`src/rtl/l1_instr_line_fill.sv`:
```
// rtl/l1_instr_line_fill.sv - L1 instruction cache line refill engine over a 32-bit read bus
module l1_instr_line_fill #(
    parameter int LINE_BYTES      = 16,
    parameter int LINE_ADDR_WIDTH = 28,
    parameter int TAG_WIDTH       = 8
) (
    input  logic                       clk_i,
    input  logic                       rst_ni,
    input  logic                       l1_req_valid_i,
    input  logic                       l1_req_rw_i,
    input  logic [LINE_BYTES-1:0]      l1_req_byteen_i,
    input  logic [LINE_ADDR_WIDTH-1:0] l1_req_addr_i,
    input  logic [LINE_BYTES*8-1:0]    l1_req_data_i,
    input  logic [TAG_WIDTH-1:0]       l1_req_tag_i,
    output logic                       l1_req_ready_o,
    output logic                       l1_rsp_valid_o,
    output logic [LINE_BYTES*8-1:0]    l1_rsp_data_o,
    output logic [TAG_WIDTH-1:0]       l1_rsp_tag_o,
    input  logic                       l1_rsp_ready_i,
    output logic                       bus_req_o,
    output logic [31:0]                bus_addr_o,
    input  logic                       bus_gnt_i,
    input  logic                       bus_rvalid_i,
    input  logic [31:0]                bus_rdata_i,
    output logic                       wr_err_o
);
    localparam int BEATS  = LINE_BYTES / 4;
    localparam int LINE_W = LINE_BYTES * 8;
    localparam int OFFS   = $clog2(LINE_BYTES);
    localparam int CW     = $clog2(BEATS) + 1;
    localparam int FULL_W = LINE_ADDR_WIDTH + OFFS;
    localparam logic [CW-1:0] BEATS_C = CW'(BEATS);
    localparam logic [CW-1:0] LAST_C  = CW'(BEATS - 1);

    typedef enum logic [1:0] {
        IDLE  = 2'd0,
        FETCH = 2'd1,
        RESP  = 2'd2
    } state_t;

    state_t                     state_q, state_d;
    logic [LINE_ADDR_WIDTH-1:0] addr_q;
    logic [TAG_WIDTH-1:0]       tag_q;
    logic [CW-1:0]              issued_q;
    logic [CW-1:0]              rcvd_q;
    logic [LINE_W-1:0]          line_q;
    logic                       wr_err_q;

    // Byte address of the line padded well past 32 bits so truncation is explicit
    logic [FULL_W+31:0] base_ext;
    logic [31:0]        beat_off;
    logic               unused_ok;

    assign base_ext  = {32'd0, addr_q, {OFFS{1'b0}}};
    assign beat_off  = 32'({issued_q, 2'b00});
    assign unused_ok = ^{l1_req_byteen_i, l1_req_data_i, base_ext[FULL_W+31:32]};

    assign l1_req_ready_o = (state_q == IDLE);
    assign l1_rsp_valid_o = (state_q == RESP);
    assign l1_rsp_data_o  = line_q;
    assign l1_rsp_tag_o   = tag_q;
    assign wr_err_o       = wr_err_q;
    assign bus_req_o      = (state_q == FETCH) && (issued_q < BEATS_C);
    assign bus_addr_o     = bus_req_o ? (base_ext[31:0] + beat_off) : 32'd0;

    // State register
    always_ff @(posedge clk_i or negedge rst_ni) begin
        if (!rst_ni) begin
            state_q <= IDLE;
        end else begin
            state_q <= state_d;
        end
    end

    // Next state: reads start a fetch, writes are flagged and dropped in IDLE
    always_comb begin
        state_d = state_q;
        case (state_q)
            IDLE:    if (l1_req_valid_i && !l1_req_rw_i) state_d = FETCH;
            FETCH:   if (bus_rvalid_i && (rcvd_q == LAST_C)) state_d = RESP;
            RESP:    if (l1_rsp_ready_i) state_d = IDLE;
            default: state_d = IDLE;
        endcase
    end

    // Request latch, beat counters, line assembly and sticky write error
    always_ff @(posedge clk_i or negedge rst_ni) begin
        if (!rst_ni) begin
            addr_q   <= '0;
            tag_q    <= '0;
            issued_q <= '0;
            rcvd_q   <= '0;
            line_q   <= '0;
            wr_err_q <= 1'b0;
        end else begin
            if ((state_q == IDLE) && l1_req_valid_i) begin
                if (l1_req_rw_i) begin
                    wr_err_q <= 1'b1;
                end else begin
                    addr_q   <= l1_req_addr_i;
                    tag_q    <= l1_req_tag_i;
                    issued_q <= '0;
                    rcvd_q   <= '0;
                end
            end
            if (bus_req_o && bus_gnt_i) begin
                issued_q <= issued_q + CW'(1);
            end
            if ((state_q == FETCH) && bus_rvalid_i && (rcvd_q < BEATS_C)) begin
                for (int i = 0; i < BEATS; i++) begin
                    if (rcvd_q == CW'(i)) line_q[32*i +: 32] <= bus_rdata_i;
                end
                rcvd_q <= rcvd_q + CW'(1);
            end
        end
    end
endmodule

```
`config.mk`:
```
export PLATFORM = sky130hd
export DESIGN_NAME = l1_instr_line_fill
export DESIGN_NICKNAME = d
export VERILOG_FILES = /design/src/rtl/l1_instr_line_fill.sv
export SDC_FILE = /design/constraint.sdc
export NUM_CORES = 1
export LEC_CHECK = 0
export ABC_AREA = 1
export CAP_MARGIN = 20
export CELL_PAD_IN_SITES_DETAIL_PLACEMENT = 2
export CELL_PAD_IN_SITES_GLOBAL_PLACEMENT = 2
export CORE_UTILIZATION = 22
export CTS_CLUSTER_DIAMETER = 150
export DETAILED_ROUTE_END_ITERATION = 16
export GPL_ROUTABILITY_DRIVEN = 0
export PLACE_DENSITY = 0.91
export SLEW_MARGIN = 15
export SYNTH_ARGS = -nofsm -noshare
export SYNTH_HDL_FRONTEND = slang
export SYNTH_SLANG_ARGS = --single-unit
```
`constraint.sdc`:
```
create_clock -name clk_i -period 2.2 [get_ports clk_i]
set_input_delay 0.66 -clock clk_i [delete_from_list [all_inputs] [get_ports clk_i]]
set_output_delay 0.66 -clock clk_i [all_outputs]
set_load 0.1 [all_outputs]
```
==> impl_metrics.tcl <==
set metrics [dict create \
    grt_pass1_vias 8293 \
    setup.worst_path.start "issued_q[2]" \
    nets 1366 \
    yosys_warnings 0 \
    rows 67 \
    timing_worst_setup_path_type "register to output port" \
    setup_viol 31 \
    antenna_found_initial 2 \
    slowest_delay_ns 0.40 \
    fin_crit_ns 2.779 \
    post-route-util_pct 36.52 \
    cp.depth 9 \
    io_buffers 244 \
    cp-end-kind "output port" \
    vias_per_cell 4.407 \
    cp.buffers_inverters 4 \
    grt_max_degree 65 \
    max_slew_margin_pct 51.62 \
    yosys.area_share.simple_pct 21.45 \
    setup_ws_ns -0.5791 \
    grt_setup_unrepaired "true" \
    clock_latency_ns 0.45 \
    area.growth.synth_to_final_pct 62.17 \
    status "finished, violations left" \
    io_pins 391 \
    finClkSkew_ns 0.01998 \
    min_period_over_period_pct 126.3 \
    vias 7060 \
    syn_area_sq_um 7607 \
    cts_sinks 173 \
    synth_top_family_by_area "simple AND/OR/NAND/NOR gates" \
    root_buffer "clkbuf_16" \
    place_area_sq_um 11280 \
    grt_pass1_wl_mm 47.98 \
    required_ns 1.54 \
    synthXorXnorAreaFrac_pct 0.4605 \
    routed_wl_mm 30.47 \
    fin_cells 1602 \
    crit_arrival_ns 2.12 \
    die_height_microns 188.0 \
    dr.pass1.iters 4 \
    synthCells 837 \
    critPathLaunchType "register" \
    r2r_start "state_q[1]" \
    worst_slew_pin_slew_ns 0.7246 \
    cts_tree "built" \
    muxShareOfSynthArea_pct 0 \
    synth_compound_area_share_pct 12.62 \
    globalRouteOverflowTotal 0 \
    gr-usage-all-layers_pct 17.63 \
    synthAdderAreaFrac_pct 1.316 \
    max_freq_ghz 0.3598 \
    cp_slowest_cell "dfrtp_1" \
    hold_path.class "input port to asynchronous set/reset pin" \
    synth_edf_count 0 \
    worstReg2RegEnd "rcvd_q[1]" \
    crit_family "buffers and inverters" \
    final_antenna_net_count 0 \
    hpwl_mm 22.31 \
    fin_area_sq_um 12340 \
    clock_path_buffers 2 \
    dieArea_sq_um 35330 \
    reg2reg_depth 9 \
    drc 0 \
    ys.flop_type "dfrtp_1" \
    drt-wirelength-per-cell_microns 19.02 \
    hold_violations 0 \
    synthDistinctLibCells 29 \
    synthArstFlopShare_pct 100.0 \
    drv_slew 0 \
    initial_core_util_pct 22.52 \
    die_w_microns 188.0 \
    cp_cell_sequence "ha_2, nand2_4, nor2_4, nand2_4, buf_4, buf_6, buf_6, a21oi_4, buf_12" \
    drive_gt1_share_pct 38.02 \
    dp_slack_ns -0.1751 \
    crit_fanout 4 \
    path_clk_slew_ns 0.08 \
    maxCapViolations 0 \
    drt_iter0_markers 181 \
    synth-seq-cells 173 \
    reg2reg_slack_ns 0.29 \
    cts_max_level 4 \
    ys_seq_area_share_pct 56.91 \
    violations "negative setup slack" \
    cts_inserted_buffers 17 \
    core_sq_um 33780 \
    synth.avg_cell_area_sq_um 9.089 \
    critPathCapture "bus_addr_o[11]" \
    dp_cells 1548 \
]
through the flow:
| stage | setup TNS [ns] | hold WS [ns] |
|---|---|---|
| floorplan | -4.228 | 0.3644 |
| global placement | -0.8273 | 0.4588 |
| detailed placement | -2.251 | 0.4759 |
| CTS | -14.24 | 0.1185 |
| global route | -17.35 | 0.1249 |
| finish | -14.06 | 0.1206 |
worst min path at each step:
stage                          from         endpoint  slack, ns  depth (start not counted)
floorplan                    rst_ni        addr_q[0]       0.36                          0
global placement    l1_rsp_tag_o[5]  l1_rsp_tag_o[5]       0.46                          2
detailed placement  l1_rsp_tag_o[7]  l1_rsp_tag_o[7]       0.48                          2
CTS                          rst_ni        addr_q[4]       0.12                          1
global route                 rst_ni        addr_q[4]       0.12                          1
finish                       rst_ni        addr_q[4]       0.12                          1
sequential cells by signal, summed over array words and instances, names as in the netlist:
register,flops
l1_rsp_data_o,128
addr_q,28
l1_rsp_tag_o,8
issued_q,3
rcvd_q,3
state_q,2
wr_err_o,1
placed cells by master (no fill, tap or decap), types with 2 or more instances in the layout:
master and instances:
o22ai_1 2, xor2_2 3, nor2_4 40, o21ai_2 42, dfrtp_1 170, nand3_1 10
clkdlybuf4s50_1 73, nand3_4 3, dfrtp_2 3, buf_6 15, nand2_4 10, ha_1 6
o21ai_1 91, inv_6 3, clkinv_8 5, nand2_8 2, clkbuf_16 17, a21oi_2 10
inv_8 3, o21ai_0 6, diode_2 2, buf_12 52, inv_4 3, buf_4 177
inv_2 3, inv_1 49, conb_1 2, nor2_2 10, clkinv_4 3, nand3_2 4
a21oi_4 5, ha_2 2, nand2_2 17, nand2_1 281, nor2_1 21
area by class of cell:
class / instances / area, sq um
Fill cell: 3615 / 21450
Multi-Input combinational cell: 575 / 3332
Clock buffer: 17 / 425.4
Clock inverter: 15 / 197.7
Inverter: 55 / 214.0
Tap cell: 448 / 560.5
Antenna cell: 2 / 5.005
Timing Repair Buffer: 317 / 3269
Sequential cell: 173 / 4333
worst register-to-register path, delay by kind of cell (launching register included):
kind	cells	cell delay, ns
AO/OA/AOI/OAI	1	0.18
buffers and inverters	4	0.89
flip-flops	1	0.41
AND/OR/NAND/NOR	4	0.35
cell families after synthesis:
group | count (synthesis)
flip-flops | 173
AO/OA/AOI/OAI | 161
adder cells (fa/ha/maj) | 8
XOR/XNOR | 4
other | 1
AND/OR/NAND/NOR | 400
buffers and inverters | 90
synthesized netlist by cell type, types with 2 or more instances:
master	count	area share, %
buf_4	3	0.30
o21ai_0	12	0.79
inv_1	51	2.5
dfrtp_1	173	57
inv_2	3	0.15
nand3_1	16	1.1
nor2_4	6	0.89
o21ai_2	38	4.4
o21ai_1	90	5.9
nand2_2	3	0.25
xor2_1	3	0.35
nand2_1	303	15
o22ai_1	2	0.16
a21oi_1	16	1.1
buf_2	7	0.46
buf_6	25	3.7
nor2_2	3	0.25
nand2_4	4	0.59
nor2_1	62	3.1
ha_1	8	1.3
repair_timing:
item                                    4_1_cts  5_1_grt
hold buffers                                  0        0
setup buffers                                13       10
gates resized for setup                      60       22
pin swaps                                    30       17
endpoints found under the setup margin       31       33
routing by layer:
| metal | vias up | GRT usage, % | part of all wire (%) |
|---|---|---|---|
| li1 | 3247 | - | - |
| met1 | 3608 | 18.90 | 39 |
| met2 | 177 | 32.85 | 54 |
| met3 | 28 | 5.241 | 5.7 |
| met4 | 0 | 5.566 | 1.8 |
| met5 | - | 0 | 0 |
Power is left out: the tool's default activity adds up to more than one toggle a clock period on the data nets, which glitch-free logic cannot reach.
